--- src/rtl/ifu_pkg.sv ---
`default_nettype none
// ============================================================================
//  Module      : ifu_pkg
//  Description : Shared types and constants for the instruction fetch unit:
//                FSM state encoding, default bus widths and the widths of the
//                optional saturating performance counters.
//  Revision    : 1.0 - initial release
// ============================================================================
package ifu_pkg;

    // Fetch FSM state encoding, explicit 2-bit width
    typedef enum logic [1:0] {
        IFU_IDLE = 2'd0,
        IFU_RUN  = 2'd1,
        IFU_DONE = 2'd2
    } ifu_state_t;

    // Default PC / instruction widths
    localparam int c_IFU_ADDR_W   = 6;
    localparam int c_IFU_DATA_W   = 64;

    // Performance counter widths
    localparam int c_FETCH_CNT_W  = 32;
    localparam int c_STALL_CNT_W  = 32;
    localparam int c_FLUSH_CNT_W  = 16;

endpackage : ifu_pkg
`default_nettype wire

--- src/rtl/ifu_sat_counter.sv ---
`default_nettype none
// ============================================================================
//  Module      : ifu_sat_counter
//  Description : Up-counter of parameterised width that sticks at all-ones
//                instead of wrapping. Asynchronous active-low reset to zero.
//  Revision    : 1.0 - initial release
// ============================================================================
module ifu_sat_counter #(
    parameter int WIDTH = 32
) (
    input  logic             clk,
    input  logic             rst_n,
    input  logic             inc,
    output logic [WIDTH-1:0] count
);

    logic [WIDTH-1:0] r_count;

    // Count up on inc, holding once every bit is set
    always_ff @(posedge clk or negedge rst_n) begin
        if (!rst_n) begin
            r_count <= '0;
        end else if (inc && (r_count != {WIDTH{1'b1}})) begin
            r_count <= r_count + WIDTH'(1);
        end
    end

    assign count = r_count;

endmodule : ifu_sat_counter
`default_nettype wire

--- src/rtl/instruction_fetch_unit.sv ---
`default_nettype none
// ============================================================================
//  Module      : instruction_fetch_unit
//  Description : Fetch stage. Owns the PC, drives the instruction memory
//                address and captures the combinational read data into a
//                single valid/ready output slot toward decode. Handles start,
//                stop, end-of-program, branch redirect (flush) and stalls.
//                Optional macro IFU_PERF_COUNTERS_EN adds saturating fetch,
//                stall and flush counters as extra outputs.
//  Revision    : 1.0 - initial release
// ============================================================================
module instruction_fetch_unit
    import ifu_pkg::*;
#(
    parameter int ADDR_W    = c_IFU_ADDR_W,
    parameter int DATA_W    = c_IFU_DATA_W,
    parameter int LAST_ADDR = 63
) (
    input  logic              clk,
    input  logic              rst_n,
    input  logic              start,
    input  logic              stop,
    input  logic              branch_taken,
    input  logic [ADDR_W-1:0] branch_target,
    output logic [ADDR_W-1:0] read_address,
    input  logic [DATA_W-1:0] mem_data,
    output logic [DATA_W-1:0] instr,
    output logic [ADDR_W-1:0] instr_pc,
    output logic              instr_valid,
    input  logic              instr_ready,
    output logic              busy,
`ifdef IFU_PERF_COUNTERS_EN
    output logic [c_FETCH_CNT_W-1:0] fetch_count,
    output logic [c_STALL_CNT_W-1:0] stall_count,
    output logic [c_FLUSH_CNT_W-1:0] flush_count,
`endif
    output logic              done
);

    localparam logic [ADDR_W-1:0] c_LAST_PC = ADDR_W'(LAST_ADDR);

    ifu_state_t        r_state;
    ifu_state_t        w_state_next;
    logic [ADDR_W-1:0] r_pc;
    logic [DATA_W-1:0] r_instr;
    logic [ADDR_W-1:0] r_instr_pc;
    logic              r_instr_valid;

    logic w_run;
    logic w_free;
    logic w_branch;
    logic w_fetch;
    logic w_at_last;

    // Branches only count in RUN; a fetch needs RUN, a free slot, and neither
    // a redirect nor a stop in the same cycle.
    assign w_run     = (r_state == IFU_RUN);
    assign w_free    = !r_instr_valid || instr_ready;
    assign w_branch  = w_run && branch_taken;
    assign w_fetch   = w_run && w_free && !branch_taken && !stop;
    assign w_at_last = (r_pc == c_LAST_PC);

    // State register
    always_ff @(posedge clk or negedge rst_n) begin
        if (!rst_n) begin
            r_state <= IFU_IDLE;
        end else begin
            r_state <= w_state_next;
        end
    end

    // Next-state: start leaves IDLE/DONE, stop or the final fetch leaves RUN
    always_comb begin
        w_state_next = r_state;
        case (r_state)
            IFU_IDLE: if (start) w_state_next = IFU_RUN;
            IFU_RUN: begin
                if (stop)                        w_state_next = IFU_IDLE;
                else if (w_fetch && w_at_last)   w_state_next = IFU_DONE;
            end
            IFU_DONE: if (start) w_state_next = IFU_RUN;
            default:  w_state_next = IFU_IDLE;
        endcase
    end

    // Status outputs decoded from state
    always_comb begin
        busy = (r_state == IFU_RUN);
        done = (r_state == IFU_DONE);
    end

    // PC and output slot: redirect beats fetch, fetch beats plain acceptance
    always_ff @(posedge clk or negedge rst_n) begin
        if (!rst_n) begin
            r_pc          <= '0;
            r_instr       <= '0;
            r_instr_pc    <= '0;
            r_instr_valid <= 1'b0;
        end else begin
            if (w_branch) begin
                r_pc          <= branch_target;
                r_instr_valid <= 1'b0;
            end else if (w_fetch) begin
                r_instr       <= mem_data;
                r_instr_pc    <= r_pc;
                r_instr_valid <= 1'b1;
                if (!w_at_last) begin
                    r_pc <= r_pc + ADDR_W'(1);
                end
            end else begin
                if (r_instr_valid && instr_ready) begin
                    r_instr_valid <= 1'b0;
                end
                if (!w_run && start) begin
                    r_pc <= '0;
                end
            end
        end
    end

    assign read_address = r_pc;
    assign instr        = r_instr;
    assign instr_pc     = r_instr_pc;
    assign instr_valid  = r_instr_valid;

`ifdef IFU_PERF_COUNTERS_EN
    logic w_stall;
    assign w_stall = w_run && r_instr_valid && !instr_ready;

    ifu_sat_counter #(.WIDTH(c_FETCH_CNT_W)) u_fetch_cnt (
        .clk   (clk),
        .rst_n (rst_n),
        .inc   (w_fetch),
        .count (fetch_count)
    );

    ifu_sat_counter #(.WIDTH(c_STALL_CNT_W)) u_stall_cnt (
        .clk   (clk),
        .rst_n (rst_n),
        .inc   (w_stall),
        .count (stall_count)
    );

    ifu_sat_counter #(.WIDTH(c_FLUSH_CNT_W)) u_flush_cnt (
        .clk   (clk),
        .rst_n (rst_n),
        .inc   (w_branch),
        .count (flush_count)
    );
`endif

endmodule : instruction_fetch_unit
`default_nettype wire

--- config.mk ---
export PLATFORM = sky130hd
export DESIGN_NAME = instruction_fetch_unit
export DESIGN_NICKNAME = d
export VERILOG_FILES = /design/src/rtl/ifu_pkg.sv /design/src/rtl/ifu_sat_counter.sv /design/src/rtl/instruction_fetch_unit.sv
export SDC_FILE = /design/constraint.sdc
export NUM_CORES = 1
export LEC_CHECK = 0
export CAP_MARGIN = 20
export CORE_MARGIN = 1
export CORE_UTILIZATION = 42
export CTS_BUF_LIST = sky130_fd_sc_hd__clkbuf_4 sky130_fd_sc_hd__clkbuf_8
export DETAILED_ROUTE_END_ITERATION = 10
export GPL_TIMING_DRIVEN = 1
export HOLD_SLACK_MARGIN = 0.06
export PLACE_DENSITY = 0.91
export SETUP_SLACK_MARGIN = 0.02
export SYNTH_ARGS = -nofsm -noshare
export SYNTH_HDL_FRONTEND = slang
export SYNTH_HIERARCHICAL = 1
export SYNTH_SLANG_ARGS = --single-unit
--- constraint.sdc ---
create_clock -name clk -period 2.2 [get_ports clk]
set_clock_uncertainty 0.2 [all_clocks]
set_input_delay 0.22 -clock clk [delete_from_list [all_inputs] [get_ports clk]]
set_output_delay 0.22 -clock clk [all_outputs]
set_load 0.05 [all_outputs]
==> impl_metrics.ini, run 1 <==
[status]
status = completed

[power]
comb_power_share_pct = 48.8
vdd_drop_max_mv = 0.540
pwr-share-clk_pct = 16.5
p_leak_nw = 2.46
finalPower_mw = 6.08
powerDensity_nw_per_um2 = 1210
switchingPower_mw = 2.71
p_int_mw = 3.38
pwr-share-seq_pct = 34.7
p_sw_share_pct = 44.5

[die]
die_x_um = 88.5
core_area_um2 = 7250
rows = 31
die_h_um = 88.5
die-area_um2 = 7840
initial_core_util_pct = 43.4
io_pins = 155

[timing]
setup_viol = 0
slew_headroom_pct = 63.5
finalCriticalPeriod_ns = 2.05
max_slew.worst_pin.slew_ns = 0.546
fmax_mhz = 487
finalMaxSlewViolations = 0
hold_violations = 0
fin_hold_ws_ns = 0.204
finalSetupTns_ns = 0
rsz0062_at_grt = no
min_period_over_period_pct = 93.4

[logic_synthesis]
ys_ff_latch = 79
synth.distinct_cells = 29
synth_nets = 430
syn_area_per_cell_um2 = 8.91
seq_area_frac_synth_pct = 62.9
synth_cells = 353
yosys_warnings = 6
synth_area_um2 = 3140

[route]
dr.first_iter.drc_count = 88
wire_per_inst_um = 13.4
route.vias.total = 2809
drc = 0
dr.pass1.iters = 4
ant_nets = 0
vias_per_cell = 4.58
routed_wl_mm = 8.22

[clock_network]
cts_tree = built
cts_sinks = 79
clock_latency_ns = 0.33
path_clk_slew_ns = 0.08
h-tree-depth = 3
cts.path.max_buffers = 2
cts_root_buf = clkbuf_8
cts_buffers = 9
post-cts-setup-buffers = 0

[worst_hold_path]
hp-class = in -> async

[worst_setup_path]
critical_path_depth = 1
slowest_delay_ns = 0.87
cp_top_family = buffers and inverters
cp_max_fo = 6
worstPathBufferInverterCount = 1
critPathKind = reg -> out
slowest_stage = clkdlybuf4s50_1
cp-start-kind = flop
cp.arrival_ns = 1.63
rr_worst_depth = 5
worstSetupEndpointType = primary output
crit_chain = clkdlybuf4s50_1
cp.required_ns = 1.78

[grt]
grt_pass1_vias = 2816
grt_use_total_pct = 21.7
grt_pass1_wl_mm = 12.8
grt_max_degree = 44
antenna_found_initial = 0
grt_overflow_total = 0

[placed_design]
dp.final_hpwl_mm = 6.29
routabilityCongestion = 0.742
placed_cell_area_um2 = 4830
portBuffers = 154
dpl.cell_count = 598

[flow_run]
drv_cap = 0

[cells_and_area]
area_delta_synth_final_pct = 59.9
finalNetCount = 588
final_common_cell = nand2_1
fin_cells = 613
n_antenna_cell = 0
drive_gt1_share_pct = 6.23
stdcell_area_um2 = 5030
final_cell_mix = nand2_1, clkdlybuf4s50_1, dfrtp_1, clkbuf_8, buf_4
## kinds of logic (layout without fill, tap and decap cells)
group                      after synthesis  count (layout)  share of synthesized area (%)
buffers and inverters                   21             182                           3.14
adders and majority gates                1               1                          0.398
DFF                                     79              79                           62.9
xor gates and xnor gates                 1               1                          0.279
muxes                                    1               1                          0.716
AOI/OAI and AO/OA                       17              17                           3.34
and+or+nand+nor                        233             233                           29.2
## what timing repair did
action | in CTS | in global routing
gates resized for setup | 0 | 0
setup endpoints to repair | 0 | 0
endpoints found under the hold margin | 58 | 0
hold buffers | 1 | 0
## layout make-up
type	instances	area (um^2)
Inverter	3	11.3
Timing Repair Buffer	165	1660
Fill cell	564	2220
Multi-Input combinational cell	253	1070
Clock buffer	10	138
Tap cell	99	124
Sequential cell	79	1980
Clock inverter	4	47.5
## registers in the layout, indices dropped and copies added, names as in the netlist
register	cells
instr	64
r_state	2
read_address	6
instr_pc	6
instr_valid	1
## through the flow
step                      utilization [%]  setup slack [ns]
final                                69.3             0.145
after global routing                 69.3            0.0806
after CTS                            69.3             0.119
after detailed placement             66.6            0.0400
after global placement               66.6            0.0654
after floorplan                         -            0.0829
## worst register-to-register path: stages, from the launching register on
cell and delay (ns):
dfrtp_1 0.39, nand2b_4 0.17, or4_4 0.54, buf_4 0.28
nor2_1 0.18, o32ai_1 0.09
## final timing paths
check                                            start                          end  slack (ns)
max in group asynchronous                        rst_n  read_address[0]$_DFFE_PN0P_        1.01
max                        read_address[4]$_DFFE_PN0P_              read_address[4]        0.15
min reg2reg                    instr_pc[3]$_DFFE_PN0P_      instr_pc[3]$_DFFE_PN0P_        0.28
min                                              rst_n        instr[54]$_DFFE_PN0P_        0.20
max reg2reg                     r_state[1]$_DFFE_PN0P_       r_state[0]$_DFFE_PN0P_        0.24
min in group clk                          mem_data[53]        instr[53]$_DFFE_PN0P_        0.21
## power groups by stage
| stage | clock (mW) | sequential [mW] | combinational [mW] |
|---|---|---|---|
| 6_report | 1.00 | 2.11 | 2.97 |
| 5_1_grt | 1.11 | 2.16 | 3.13 |
| 4_1_cts | 1.04 | 2.11 | 3.00 |
| 3_5_place_dp | 0 | 2.13 | 2.99 |
| 3_3_place_gp | 0 | 2.11 | 2.92 |
| 2_1_floorplan | 0 | 3.53 | 0.418 |
## per-layer routing
metal	vias up	global-route usage [%]	wire length, um
li1	1395	-	-
met4	0	6.89	71
met3	9	6.34	694
met1	1287	25.4	3250
met5	-	0	0
met2	118	38.3	4200
## synth_stat cells
cell      count  area [um^2]
nor2_1        5         18.8
xnor2_1       1         8.76
o21ai_1       3         15.0
inv_1         3         11.3
mux2i_4       1         22.5
nand2b_4      1         13.8
a21oi_1       2         10.0
and3b_1       1         8.76
nor4_1        1         6.26
or4_4         1         11.3
dfrtp_1      79         1980
nand2_1     215          807
a21o_1        2         15.0
ha_1          1         12.5
nor2b_1       1         6.26
a22oi_1       1         7.51
nand3_1       2         10.0
clkbuf_1      7         26.3
buf_2        10         50.1
buf_6         1         11.3
nor3_1        1         5.00
nor2_2        1         6.26
o21ai_0       5         25.0
nand2b_1      1         6.26
o32ai_1       1         8.76
o211ai_1      2         15.0
and3_1        2         12.5
a221oi_1      1         8.76
and2b_1       1         7.51
(Power assumes the default switching activity.)
==> run 2, diff against run 1 <==
clock period = 2.1 ns   (was 2.2 ns; I/O delays follow)
==> impl_metrics.ini, run 2 (synthesis results as in run 1) <==
[route]
vias_per_cell = 4.60
ant_nets = 0
dr.first_iter.drc_count = 104
route.vias.total = 2834
drc = 0
dr.pass1.iters = 6
routed_wl_mm = 8.33
wire_per_inst_um = 13.5

[cells_and_area]
area_delta_synth_final_pct = 62.2
final_common_cell = nand2_1
final_cell_mix = nand2_1, clkdlybuf4s50_1, dfrtp_1, buf_4, clkbuf_8
n_antenna_cell = 0
finalNetCount = 590
stdcell_area_um2 = 5100
largest_reg_flops = 64
drive_gt1_share_pct = 7.54

[clock_network]
path_clk_slew_ns = 0.08
clock_latency_ns = 0.33
cts.path.max_buffers = 2
cts_buffers = 9
ctsResizeCount = 0
h-tree-depth = 3
cts_tree = built
cts_root_buf = clkbuf_8
cts_sinks = 79
ctsHoldBuffers = 1
post-cts-setup-buffers = 0

[worst_setup_path]
r2r-end = read_address[5]$_DFFE_PN0P_
critical_path_depth = 1
slowest_delay_ns = 0.86
worstSetupEndpointType = primary output
r2r_start = r_state[1]$_DFFE_PN0P_
critPathKind = reg -> out
worstPathBufferInverterCount = 1
r2r_setup_slack_ns = 0.13
slowest_stage = clkdlybuf4s50_1
cp_top_family = buffers and inverters
cp.arrival_ns = 1.63
cp-start-kind = flop
rr_worst_depth = 5
cp_max_fo = 6
crit_chain = clkdlybuf4s50_1
cp-endpoint = read_address[2]
cp.required_ns = 1.69
worstSetupStartpoint = read_address[2]$_DFFE_PN0P_

[die]
die-area_um2 = 7840
die_h_um = 88.5
io_pins = 155
core_area_um2 = 7250
rows = 31
die_x_um = 88.5
initial_core_util_pct = 43.4

[grt]
grt_pass1_wl_mm = 12.8
grt_use_total_pct = 21.6
grt_overflow_total = 0
grt_max_degree = 45
antenna_found_initial = 0
grt_pass1_vias = 2759

[power]
finalPower_mw = 6.68
p_leak_nw = 2.50
powerDensity_nw_per_um2 = 1310
vdd_drop_max_mv = 0.667

[worst_hold_path]
hp-class = in -> async

[placed_design]
portBuffers = 154
placed_cell_area_um2 = 4840
dp.final_hpwl_mm = 6.30
routabilityCongestion = 0.790

[timing]
max_slew.worst_pin.slew_ns = 0.551
min_period_over_period_pct = 97.1
hold_violations = 0
finalSetupTns_ns = 0
rsz0062_at_grt = no
finalCriticalPeriod_ns = 2.04
fmax_mhz = 490
setup_viol = 0
finalMaxSlewViolations = 0
fin_hold_ws_ns = 0.196
slew_headroom_pct = 63.3

[status]
status = completed

[flow_run]
drv_cap = 0
[run 2: changes by cell type in the layout (fill, tap and decap cells not counted), sizes merged]
| cell | previous run | this run |
|---|---|---|
| clkinvlp | 1 | 0 |
| buf | 13 | 18 |
| bufinv | 1 | 3 |
| clkinv | 2 | 0 |
| clkbuf | 10 | 12 |
| clkdlybuf4s50 | 151 | 148 |
[run 2: how the worst min path moves through the flow]
stage	cells after the start	start	to
2_1_floorplan	0	rst_n	instr[0]$_DFFE_PN0P_
3_3_place_gp	1	rst_n	instr[11]$_DFFE_PN0P_
3_5_place_dp	1	rst_n	instr[12]$_DFFE_PN0P_
4_1_cts	3	mem_data[47]	instr[47]$_DFFE_PN0P_
5_1_grt	3	mem_data[33]	instr[33]$_DFFE_PN0P_
6_report	2	rst_n	instr[11]$_DFFE_PN0P_
[run 2: metal layers]
layer / global-route usage, % / part of all wire, %
met4: 7.62 / 0.91
met3: 6.34 / 7.6
met5: 0 / 0
met1: 25.2 / 41
met2: 38.0 / 51
[run 2: through the flow]
stage | util, % | instances | setup WS (ns)
2_1_floorplan | - | 353 | 0.0777
3_3_place_gp | 66.8 | 600 | -0.0288
3_5_place_dp | 66.8 | 600 | -0.0421
4_1_cts | 70.3 | 616 | 0.0471
5_1_grt | 70.3 | 616 | 0.0213
6_report | 70.3 | 616 | 0.0600
[run 2: cell type report]
class	instances	area [um^2]
multi-input cells	253	1070
repair buffers	167	1660
flip-flops and latches	79	1980
fillers	553	2150
inverters	3	11.3
clock inverters	3	90.1
well taps	99	124
clock buffers	12	159
[run 2: report_power, final]
group	switching, mW	internal (mW)	total [mW]
logic	2.07	1.03	3.10
registers	0.266	1.94	2.21
clock network	0.506	0.862	1.37
